===== src/rtl/filt_peak_detect.sv =====
// -----------------------------------------------------------------------------
// filt_peak_detect
//
// Purpose:
//   Finds peaks in a smoothed, unsigned sample stream. An event starts when
//   a sample rises above the threshold. The event ends at the first sample at
//   or below the threshold. The largest sample of the event and its sample
//   index are then reported with a one-cycle pulse. After each report, a
//   fixed number of samples is ignored before a new event can start.
//
// Parameters:
//   DATA_WIDTH  - width of data_in, thresh and peak_value (unsigned)
//   IDX_WIDTH   - width of the free-running sample index and peak_index
//   HOLDOFF_LEN - samples ignored after each report (0..255)
//
// Ports:
//   clk        in   rising-edge clock
//   rst        in   synchronous active-high reset
//   ena        in   sample strobe; data_in/thresh are used only when high
//   data_in    in   smoothed sample
//   thresh     in   live detection threshold
//   peak_valid out  one-cycle pulse marking a reported peak
//   peak_value out  maximum of the last reported event (held)
//   peak_index out  sample index of peak_value (held)
//   busy       out  high while an event is armed or in holdoff
// -----------------------------------------------------------------------------
module filt_peak_detect #(
    parameter int DATA_WIDTH  = 16,
    parameter int IDX_WIDTH   = 16,
    parameter int HOLDOFF_LEN = 4
) (
    input  logic                  clk,
    input  logic                  rst,
    input  logic                  ena,
    input  logic [DATA_WIDTH-1:0] data_in,
    input  logic [DATA_WIDTH-1:0] thresh,
    output logic                  peak_valid,
    output logic [DATA_WIDTH-1:0] peak_value,
    output logic [IDX_WIDTH-1:0]  peak_index,
    output logic                  busy
);

    typedef enum logic [1:0] {
        IDLE    = 2'd0,
        ARMED   = 2'd1,
        HOLDOFF = 2'd2
    } state_t;

    localparam logic [7:0] HOLD_LOAD = 8'(HOLDOFF_LEN);

    state_t                state, state_nxt;
    logic [IDX_WIDTH-1:0]  idx, idx_nxt;
    logic [7:0]            hold_cnt, hold_nxt;
    logic [DATA_WIDTH-1:0] max_val, max_nxt;
    logic [IDX_WIDTH-1:0]  max_idx, max_idx_nxt;
    logic                  pv_nxt;
    logic [DATA_WIDTH-1:0] pval_nxt;
    logic [IDX_WIDTH-1:0]  pidx_nxt;

    // State register. Reset wins over ena and discards any event in flight.
    always_ff @(posedge clk) begin
        if (rst) begin
            state      <= IDLE;
            idx        <= '0;
            hold_cnt   <= '0;
            max_val    <= '0;
            max_idx    <= '0;
            peak_valid <= 1'b0;
            peak_value <= '0;
            peak_index <= '0;
        end else begin
            state      <= state_nxt;
            idx        <= idx_nxt;
            hold_cnt   <= hold_nxt;
            max_val    <= max_nxt;
            max_idx    <= max_idx_nxt;
            peak_valid <= pv_nxt;
            peak_value <= pval_nxt;
            peak_index <= pidx_nxt;
        end
    end

    // Next-state logic. Everything holds unless ena is high. The peak_valid
    // pulse defaults to 0, so it lasts exactly one clk cycle.
    always_comb begin
        state_nxt   = state;
        idx_nxt     = idx;
        hold_nxt    = hold_cnt;
        max_nxt     = max_val;
        max_idx_nxt = max_idx;
        pv_nxt      = 1'b0;
        pval_nxt    = peak_value;
        pidx_nxt    = peak_index;

        if (ena) begin
            // The index counter wraps naturally, so an event can span the wrap.
            idx_nxt = idx + IDX_WIDTH'(1);
            case (state)
                IDLE: begin
                    if (data_in > thresh) begin
                        state_nxt   = ARMED;
                        max_nxt     = data_in;
                        max_idx_nxt = idx;
                    end
                end
                ARMED: begin
                    // Test the falling condition first. The sample that ends
                    // the event never updates the max, even if thresh has
                    // moved above it.
                    if (data_in <= thresh) begin
                        pv_nxt    = 1'b1;
                        pval_nxt  = max_val;
                        pidx_nxt  = max_idx;
                        hold_nxt  = HOLD_LOAD;
                        state_nxt = (HOLDOFF_LEN == 0) ? IDLE : HOLDOFF;
                    end else if (data_in > max_val) begin
                        max_nxt     = data_in;
                        max_idx_nxt = idx;
                    end
                end
                HOLDOFF: begin
                    // The last ignored sample is the one that takes the
                    // counter from 1 to 0.
                    hold_nxt = hold_cnt - 8'd1;
                    if (hold_cnt <= 8'd1) begin
                        hold_nxt  = 8'd0;
                        state_nxt = IDLE;
                    end
                end
                default: state_nxt = IDLE;
            endcase
        end
    end

    assign busy = (state == ARMED) || (state == HOLDOFF);

endmodule


===== config.mk =====
export PLATFORM = sky130hd
export DESIGN_NAME = filt_peak_detect
export DESIGN_NICKNAME = d
export VERILOG_FILES = /design/src/rtl/filt_peak_detect.sv
export SDC_FILE = /design/constraint.sdc
export NUM_CORES = 1
export LEC_CHECK = 0
export CORE_MARGIN = 10
export CORE_UTILIZATION = 54
export CTS_BUF_LIST = sky130_fd_sc_hd__clkbuf_16
export CTS_CLUSTER_SIZE = 30
export DETAILED_ROUTE_END_ITERATION = 10
export DONT_BUFFER_PORTS = 1
export GPL_ROUTABILITY_DRIVEN = 0
export PLACE_DENSITY = 0.69
export SLEW_MARGIN = 10
export SYNTH_ARGS = -nofsm -noshare
export SYNTH_HDL_FRONTEND = slang
export SYNTH_SLANG_ARGS = --single-unit
export TNS_END_PERCENT = 100

===== constraint.sdc =====
create_clock -name clk -period 2.8 [get_ports clk]
set_input_delay 0 -clock clk [delete_from_list [all_inputs] [get_ports clk]]
set_output_delay 0 -clock clk [all_outputs]
set_load 0.01 [all_outputs]

==> results by group, run 1 <==
Status
  • Status: complete, no violations

Clocking
  • Clock Path Buffers: 2
  • CTS tree: built
  • # Post-CTS Setup Buffers: 0
  • CTS sink count: 91
  • Worst skew pair latency: 0.34 ns
  • Reg clk slew, reported paths: 0.07 ns
  • CTS Root Cell: clkbuf_16
  • Clock buffer count from CTS: 9
  • H-Tree Depth: 3

Floorplan
  • I/O pin count: 69
  • Die width: 113 µm
  • Starting density of the core: 56.2%
  • Row Count: 33
  • Core Region: 8300 µm²
  • Die span in y: 113 µm
  • Die ar.: 12800 µm²

Synthesis
  • Synth area leader: dfxtp_1
  • Fraction of synthesized area in multiplexers: 14.0%
  • Post-synthesis compound-gate area fraction: 8.99%
  • Ranking of synthesized cells by area: dfxtp_1, mux2i_1, ha_1, nand2_1, inv_1
  • Asr flop ratio synth: 0%
  • Post-synthesis instance total: 532
  • Synthesized Nets: 605
  • Post-synth EDFFs: 0
  • Post-synth top area share: 39.1%
  • Cell Area, Synth: 4660 µm²
  • Mean area per synthesized cell: 8.77 µm²
  • Post-Synth Adder-Cell Area: 10.2%
  • Yosys warning total: 0
  • Synth Area in XOR/XNOR: 2.25%
  • Post-Synth Simple-Gate Area: 19.6%
  • Largest family of logic cells by synthesized area: simple AND/OR/NAND/NOR gates
  • Commonest cells in the netlist: nand2_1, dfxtp_1, mux2i_1, inv_1, ha_1
  • Top-count cell post-synth: nand2_1
  • Sequential-to-total area share from yosys stat: 39.1%
  • Flops & latches, synth: 91
  • Yosys cell types: 49
  • Post-synth top flop: dfxtp_1

Routing
  • DR DRC count: 0
  • Initial DRC count: 242
  • Via count: 3756
  • Routed Antenna Nets: 0
  • Mean routed wirelength per cell: 16.1 µm
  • Detailed Routing Iterations Pass 1: 6
  • Via-per-instance ratio: 5.73
  • Final WL: 10.6 mm

Global route
  • Vias in the first global route: 3606
  • Initial antenna violation count: 0
  • Gr ovfl total: 0
  • Largest net degree at the start of global routing: 65
  • First-pass GRT wire length: 17.9 mm
  • Gr usage total: 16.6%

Setup path
  • Worst reg2reg path endpoint: max_idx[11]$_SDFFE_PP0P_
  • Max FO, Critical Path: 22
  • Critical path endpoint category: flop
  • Worst r2r path cells: 9
  • RR Startpoint: max_val[15]$_SDFFE_PP0P_
  • Critical Path AT: 2.83 ns
  • Worst EP required: 3.06 ns
  • WS Path Type: reg -> reg
  • Reg-to-reg slack, setup: 0.23 ns
  • Startpoint types: flop

Finish
  • Register area: 1820 µm²
  • Area Growth Syn to Fin: 12.9%
  • N_diodes: 0
  • Final std cells w/o fill: 656
  • # fillers: 713
  • Final #Nets: 619
  • Multi-input logic area: 2570 µm²
  • Layout cells sized above 1: 5.81%

Timing
  • Total Negative Setup Slacks: 0 ns
  • Post-route minimum period: 2.57 ns
  • Slew at the pin closest to its max-slew limit: 1.04 ns
  • Slew Viols, Final: 0
  • Highest clock rate: 389 MHz
  • Final Skew: 0.00887 ns
  • Final Cycle Share: 91.9%
  • Setup violators final: 0
  • RSZ-0062 raised after global routing: no
  • Final hold vios: 0
  • Slew headroom: 30.3%

Pwr
  • VDD IR max: 0.377 mV
  • Cell area power density: 586 nW/µm²
  • Leak Pwr: 0.00213 µW
  • Final Power: 3090 µW

Placed design
  • Port Buffer Count: 0
  • Inst Count DP: 622
  • DP Wirelength: 7.35 mm

Hold path
  • Worst Hold Class: in -> reg
  • HP Start: ena
  • Worst Hold Depth: 3
  • Worst Hold End: state[0]$_SDFFE_PP0P_

Job
  • Max Cap Violations: 0
[critical path, stage by stage (launching register included)]
cell and delay [ns]:
dfxtp_1 0.34, inv_1 0.05, ha_1 0.30, nand4_1 0.20, nor4_1 0.41, a21boi_0 0.26, nor4_1 0.11, nor4_4 0.16
buf_4 0.40, mux2i_1 0.24
[layer usage]
layer	up-vias	routed length (µm)	GRT usage [%]
met5	-	0	0
met4	0	114	4.23
met3	15	843	5.18
met2	109	4830	26.5
met1	1779	4770	21.2
li1	1853	-	-
[where the power goes]
group	switching, µW	total, µW	internal (µW)	leakage, µW
logic	204	344	141	0.00123
registers	17.2	1340	1320	0.000735
clock network	525	1410	881	0.000170
total	746	3090	2340	0.00213
[placed cells by master (no fill, tap or decap), types with 2 or more instances in the layout]
cell type      count
a21boi_0           2
a21o_1             3
a21oi_1           23
a21oi_2            2
a31oi_1            4
and2_1             2
and3_1             4
and4_1             2
buf_4              5
bufinv_16          3
clkbuf_16          9
dfxtp_1           91
dlygate4sd3_1     18
ha_1              38
inv_1             41
mux2i_1           65
nand2_1          121
nand3_1           11
nand4_1            7
nor2_1            21
nor3_1            10
nor4_1             4
nor4_4             2
o2111ai_1          2
o211ai_1           6
o21ai_0           10
o31ai_1            2
o32ai_1            3
or3_1              5
xnor2_1            2
xor2_1            10
[worst max-delay path by stage]
stage	from	to	slack, ns
floorplan	max_val[15]$_SDFFE_PP0P_	max_idx[10]$_SDFFE_PP0P_	0.63
CTS	max_val[15]$_SDFFE_PP0P_	max_idx[11]$_SDFFE_PP0P_	0.21
finish	max_val[15]$_SDFFE_PP0P_	max_idx[11]$_SDFFE_PP0P_	0.23
detailed placement	max_val[15]$_SDFFE_PP0P_	max_idx[11]$_SDFFE_PP0P_	0.28
global route	max_val[15]$_SDFFE_PP0P_	max_idx[4]$_SDFFE_PP0P_	0.02
global placement	max_val[15]$_SDFFE_PP0P_	max_idx[4]$_SDFFE_PP0P_	0.44
[per-stage QoR]
stage | util, % | hold WS, ns | setup slack [ns] | cell area, µm²
6_report | 63.4 | 0.0159 | 0.228 | 5260
5_1_grt | 63.4 | 0.0421 | 0.0168 | 5260
4_1_cts | 63.4 | 0.00558 | 0.207 | 5260
3_5_place_dp | 57.1 | 0.0759 | 0.276 | 4740
3_3_place_gp | 57.1 | 0.0748 | 0.442 | 4740
2_1_floorplan | - | 0.142 | 0.628 | 4660
[cell type report]
class,count,share of cell area [%]
Inverter,42,3.00
Clock buffer,9,4.28
Sequential cell,91,34.6
Clock inverter,7,2.33
Timing Repair Buffer,24,4.52
Tap cell,105,2.50
Multi-Input combinational cell,378,48.8
[sequential cells by signal, summed over array words and instances (netlist names)]
signal,count
idx,16
max_idx,16
max_val,16
peak_index,16
peak_value,16
hold_cnt,8
state,2
peak_valid,1
[logic make-up (layout without fill, tap and decap cells)]
logic type / count (synthesis) / count (layout)
DFF: 91 / 91
muxes: 65 / 65
AOI/OAI and AO/OA: 66 / 66
and+or+nand+nor: 197 / 197
xor gates and xnor gates: 12 / 12
adders and majority gates: 38 / 38
buffers and inverters: 63 / 82
[timing repair]
action                                  CTS  global route
gates resized for setup                   0             0
endpoints found under the setup margin    0             0
hold buffers                             18             0
hold endpoints to repair                 44             0
Power figures use the tool's default switching activity.
==> run 2, diff against run 1 <==
--- a/config.mk
+++ b/config.mk
@@ -5,14 +5,15 @@
 export SDC_FILE = /design/constraint.sdc
 export NUM_CORES = 1
 export LEC_CHECK = 0
+export BUFFER_PORTS_ARGS = -buffer_cell sky130_fd_sc_hd__buf_2
+export CORE_ASPECT_RATIO = 0.8
 export CORE_MARGIN = 10
 export CORE_UTILIZATION = 54
 export CTS_BUF_LIST = sky130_fd_sc_hd__clkbuf_16
 export CTS_CLUSTER_SIZE = 30
 export DETAILED_ROUTE_END_ITERATION = 10
-export DONT_BUFFER_PORTS = 1
 export GPL_ROUTABILITY_DRIVEN = 0
-export PLACE_DENSITY = 0.69
+export PLACE_DENSITY = 0.76
 export SLEW_MARGIN = 10
 export SYNTH_ARGS = -nofsm -noshare
 export SYNTH_HDL_FRONTEND = slang
==> constraint.sdc (replaced) <==
create_clock -name clk -period 2.7 [get_ports clk]
set_input_delay 0 -clock clk [delete_from_list [all_inputs] [get_ports clk]]
set_output_delay 0 -clock clk [all_outputs]
set_load 0.01 [all_outputs]
==> run 2 against run 1 <==
Net effect: count of clock-buffer cells in the layout is the same; sequential cell count unchanged; largest power group is now registers; clock skew is 0.00051 ns higher; sequential share of layout area shrank 1.7 points; worst hold slack improved by 0.069 ns; clock power shrank 13%; non-clock buffer count is 67 higher; critical endpoint is now max_val[5]$_SDFFE_PP0P_; highest routed layer unchanged; final cell count up 11%.
==> results by group, run 2 (same netlist as run 1, synthesis figures left out) <==
Timing
  • Final hold vios: 0
  • Slew at the pin closest to its max-slew limit: 0.726 ns
  • Total Negative Setup Slacks: 0 ns
  • Final Skew: 0.00939 ns
  • Highest clock rate: 408 MHz
  • Slew headroom: 51.5%
  • Final WS setup: 0.251 ns
  • Slew Viols, Final: 0
  • Final Cycle Share: 90.7%
  • Hold slack final: 0.0852 ns
  • RSZ-0062 raised after global routing: no
  • Post-route minimum period: 2.45 ns
  • Setup violators final: 0

Finish
  • Area Growth Syn to Fin: 18.8%
  • Commonest cells after routing, fill and taps aside: nand2_1, dfxtp_1, buf_2, mux2i_1, inv_1
  • Most common cell after layout, fill and taps aside: nand2_1
  • Layout cells sized above 1: 16.2%
  • Final #Nets: 686
  • N_diodes: 0

Routing
  • Met2 routed WL: 5.09 mm
  • Initial DRC count: 250
  • Detailed Routing Iterations Pass 1: 4
  • Routed Antenna Nets: 0
  • Mean routed wirelength per cell: 14.8 µm
  • Via count: 3940
  • Via-per-instance ratio: 5.40
  • Top sig layer: met4
  • Wl on met1: 4.83 mm
  • Final WL: 10.8 mm
  • Metal3 WL: 757 µm
  • DR DRC count: 0

Setup path
  • Max FO, Critical Path: 12
  • Critical path endpoint category: flop
  • Critical Path AT: 2.71 ns
  • WS Path Type: in -> reg
  • Startpoint types: input port
  • Reg-to-reg slack, setup: 0.31 ns
  • Worst EP required: 2.96 ns

Floorplan
  • Core Region: 8450 µm²
  • I/O pin count: 69
  • Row Count: 30
  • Starting density of the core: 55.2%
  • Die span in y: 103 µm
  • Die width: 124 µm
  • Die ar.: 12800 µm²

Pwr
  • Cell area power density: 544 nW/µm²
  • Combinational share of power: 13.1%
  • Clock share of power: 40.9%
  • VDD IR max: 0.332 mV
  • Sequential power share: 46.0%
  • Sw Share: 25.4%
  • Internal: 2250 µW
  • Net Switching: 766 µW
  • Leak Pwr: 0.00243 µW

Global route
  • Largest net degree at the start of global routing: 47
  • Vias in the first global route: 3943
  • Initial antenna violation count: 0
  • Gr usage total: 17.7%
  • Gr ovfl total: 0
  • First-pass GRT wire length: 18.4 mm

Clocking
  • Clock Path Buffers: 2
  • CTS tree: built
  • Reg clk slew, reported paths: 0.07 ns
  • H-Tree Depth: 3
  • CTS Root Cell: clkbuf_16
  • Clock buffer count from CTS: 9
  • Worst skew pair latency: 0.34 ns
  • # Post-CTS Setup Buffers: 0
  • CTS sink count: 91

Placed design
  • DP Wirelength: 7.97 mm
  • Port Buffer Count: 68
  • Placement Setup Slack: 0.275 ns

Status
  • Status: complete, no violations

Job
  • Max Cap Violations: 0

Hold path
  • Worst Hold Class: in -> reg
## run 2: changes by cell type in the layout (fill, tap and decap cells not counted), moves of 2 or more
cell | before | now
buf_2 | 0 | 68
dlygate4sd3_1 | 18 | 16
bufinv_16 | 3 | 1
clkinvlp_4 | 0 | 2
inv_1 | 41 | 43
## run 2: area by class of cell
class / count / area, µm²
clock buffers: 9 / 225
clock inverters: 7 / 70.1
fillers: 706 / 2910
inverters: 42 / 158
multi-input cells: 378 / 2570
flip-flops and latches: 91 / 1820
well taps: 112 / 140
repair buffers: 91 / 557
## run 2: worst paths after layout
path                                endpoint  cells after the start                       start
setup / recovery     max_val[5]$_SDFFE_PP0P_                     10                 data_in[15]
hold / removal           idx[1]$_SDFFE_PP0P_                      3                         ena
setup reg to reg     max_val[5]$_SDFFE_PP0P_                      9    max_val[13]$_SDFFE_PP0P_
hold reg to reg   peak_value[7]$_SDFFE_PP0P_                      2  peak_value[7]$_SDFFE_PP0P_
## run 2: power by group through the flow
stage                     Clock, µW  Sequential, µW  Combinational [µW]
after floorplan                   0            1410                 279
after global placement            0            1410                 358
after detailed placement          0            1420                 371
after CTS                      1260            1390                 393
after global routing           1300            1390                 443
final                          1230            1390                 395
## run 2: timing repair
action / in CTS / in global routing
hold buffers: 16 / 0
gates resized for setup: 0 / 1
hold endpoints to repair: 16 / 0
endpoints found under the setup margin: 0 / 14
## run 2: per-stage QoR
stage / area, µm² / cells / power [µW] / utilization, %
floorplan: 4660 / 532 / 1690 / -
global placement: 5080 / 698 / 1770 / 60.1
detailed placement: 5080 / 698 / 1790 / 60.1
CTS: 5540 / 730 / 3030 / 65.5
global route: 5540 / 730 / 3130 / 65.6
finish: 5540 / 730 / 3010 / 65.6
## run 2: routing by layer
layer	vias to the layer above	GRT usage, %
met3	12	4.38
met1	1831	22.2
li1	1989	-
met5	-	0
met2	108	29.6
met4	0	4.77
## run 2: critical path, cell delays in order
cell           delay, ns
dlygate4sd3_1       0.53
buf_2               0.14
ha_1                0.35
nand4_4             0.16
nor4_4              0.34
o21ai_2             0.12
and3_4              0.22
nor4_4              0.31
buf_4               0.30
mux2i_1             0.24
==> run 3, diff against run 2 <==
--- a/config.mk
+++ b/config.mk
@@ -13,7 +13,7 @@
 export CTS_CLUSTER_SIZE = 30
 export DETAILED_ROUTE_END_ITERATION = 10
 export GPL_ROUTABILITY_DRIVEN = 0
-export PLACE_DENSITY = 0.76
+export PLACE_DENSITY = 0.8
 export SLEW_MARGIN = 10
 export SYNTH_ARGS = -nofsm -noshare
 export SYNTH_HDL_FRONTEND = slang
==> run 3 against run 2 <==
Net effect: combinational power increased by 3%; setup slack got worse by 0.12 ns; final cell count decreased by 0.14%.
==> results by group, run 3 (same netlist as run 1, synthesis figures left out) <==
Status
  • Status: complete, no violations

Floorplan
  • Die span in y: 103 µm
  • Row Count: 30
  • Starting density of the core: 55.2%
  • I/O pin count: 69
  • Core Region: 8450 µm²
  • Die ar.: 12800 µm²
  • Die width: 124 µm

Finish
  • # fillers: 678
  • Layout cells sized above 1: 16.4%
  • N_diodes: 0
  • Final std cells w/o fill: 729
  • Most common cell after layout, fill and taps aside: nand2_1
  • Multi-input logic area: 2570 µm²
  • Area Growth Syn to Fin: 19.4%
  • Register area: 1820 µm²
  • Final #Nets: 685
  • Commonest cells after routing, fill and taps aside: nand2_1, dfxtp_1, buf_2, mux2i_1, inv_1

Routing
  • Detailed Routing Iterations Pass 1: 6
  • Initial DRC count: 308
  • Via count: 3936
  • Routed Antenna Nets: 0
  • Via-per-instance ratio: 5.40
  • DR DRC count: 0
  • Final WL: 11.2 mm
  • Mean routed wirelength per cell: 15.3 µm

Hold path
  • Worst Hold Depth: 3
  • Worst Hold Class: in -> reg

Setup path
  • Startpoint types: flop
  • CP Depth: 9
  • Worst EP required: 2.96 ns
  • Critical path's top delay family: simple AND/OR/NAND/NOR gates
  • Critical Path AT: 2.82 ns
  • Worst path slowest cell: nor4_2
  • Critical path endpoint category: flop
  • Worst path cell trace: inv_1 > ha_1 > nand4_1 > nor4_2 > a21boi_0 > nor4_1 > nor4_4 > buf_6 > mux2i_1
  • Largest stage delay on the critical path: 0.41 ns
  • Max FO, Critical Path: 15
  • WS Path Type: reg -> reg
  • Buf/Inv on CP: 2
  • Worst r2r path cells: 9

Global route
  • Gr ovfl total: 0
  • Vias in the first global route: 3897
  • Largest net degree at the start of global routing: 67
  • Initial antenna violation count: 0
  • First-pass GRT wire length: 18.4 mm
  • Gr usage total: 17.8%

Timing
  • Final Cycle Share: 95.0%
  • Total Negative Setup Slacks: 0 ns
  • Post-route minimum period: 2.57 ns
  • Slew headroom: 44.0%
  • Highest clock rate: 390 MHz
  • Setup violators final: 0
  • Slew Viols, Final: 0
  • Slew at the pin closest to its max-slew limit: 0.833 ns
  • RSZ-0062 raised after global routing: no
  • Final Skew: 0.00855 ns
  • Final hold vios: 0

Placed design
  • Inst Count DP: 697
  • Port Buffer Count: 68
  • DP Wirelength: 8.09 mm

Pwr
  • Final Power: 3060 µW
  • Leak Pwr: 0.00243 µW
  • Cell area power density: 549 nW/µm²
  • VDD IR max: 0.335 mV

Clocking
  • Reg clk slew, reported paths: 0.07 ns
  • H-Tree Depth: 3
  • CTS Root Cell: clkbuf_16
  • Worst skew pair latency: 0.34 ns
  • CTS tree: built
  • Clock buffer count from CTS: 9
  • CTS sink count: 91
  • Clock Path Buffers: 2

Job
  • Max Cap Violations: 0
## run 3: cell types whose count changed in the layout (fill, tap and decap cells not counted), sizes merged
cell / previous run / this run
buf: 75 / 74
clkinv: 1 / 2
clkinvlp: 2 / 1
## run 3: path summary, 6_finish.rpt
path	from	endpoint	slack [ns]
max	max_val[15]$_SDFFE_PP0P_	max_val[3]$_SDFFE_PP0P_	0.13
min	ena	idx[0]$_SDFFE_PP0P_	0.08
max reg2reg	max_val[15]$_SDFFE_PP0P_	max_val[3]$_SDFFE_PP0P_	0.13
min reg2reg	peak_index[13]$_SDFFE_PP0P_	peak_index[13]$_SDFFE_PP0P_	0.46
## run 3: repair_timing
action | 4_1_cts | 5_1_grt
buffers inserted | 0 | 0
endpoints found under the setup margin | 0 | 17
endpoints found under the hold margin | 16 | 0
hold buffers | 16 | 0
resized for setup | 0 | 2
## run 3: area by class of cell
cell class                      count  share of cell area (%)
Multi-Input combinational cell    378                    46.2
Timing Repair Buffer               90                    10.3
Sequential cell                    91                    32.7
Clock buffer                        9                    4.04
Tap cell                          112                    2.52
Clock inverter                      7                    1.37
Inverter                           42                    2.83
## run 3: metrics by stage
step | hold WS, ns | worst slack (ns) | utilization [%] | cell area [µm²]
3_3_place_gp | 0.271 | 0.336 | 60.4 | 5100
6_report | 0.0775 | 0.134 | 65.9 | 5570
2_1_floorplan | 0.142 | 0.528 | - | 4660
5_1_grt | 0.0840 | 0.00984 | 65.9 | 5570
3_5_place_dp | 0.278 | 0.179 | 60.4 | 5100
4_1_cts | 0.0655 | 0.0499 | 65.8 | 5560
## run 3: report_power, final
group          internal [µW]  total, µW  switching (µW)
clock network            724       1270             541
registers               1370       1390            16.4
logic                    169        408             239
total                   2260       3060             797
## run 3: per-layer routing
layer | vias to the layer above | track usage, % | wire length, µm
li1 | 1983 | - | -
met1 | 1819 | 22.2 | 4970
met2 | 115 | 28.8 | 5160
met3 | 19 | 5.69 | 859
met4 | 0 | 5.12 | 164
met5 | - | 0 | 0
## run 3: worst reg2reg max path, stage by stage, from the launching register on
cell and delay, ns:
dfxtp_1 0.33, inv_1 0.04, ha_1 0.30, nand4_1 0.23
nor4_2 0.41, a21boi_0 0.27, nor4_1 0.12, nor4_4 0.25
buf_6 0.28, mux2i_1 0.25
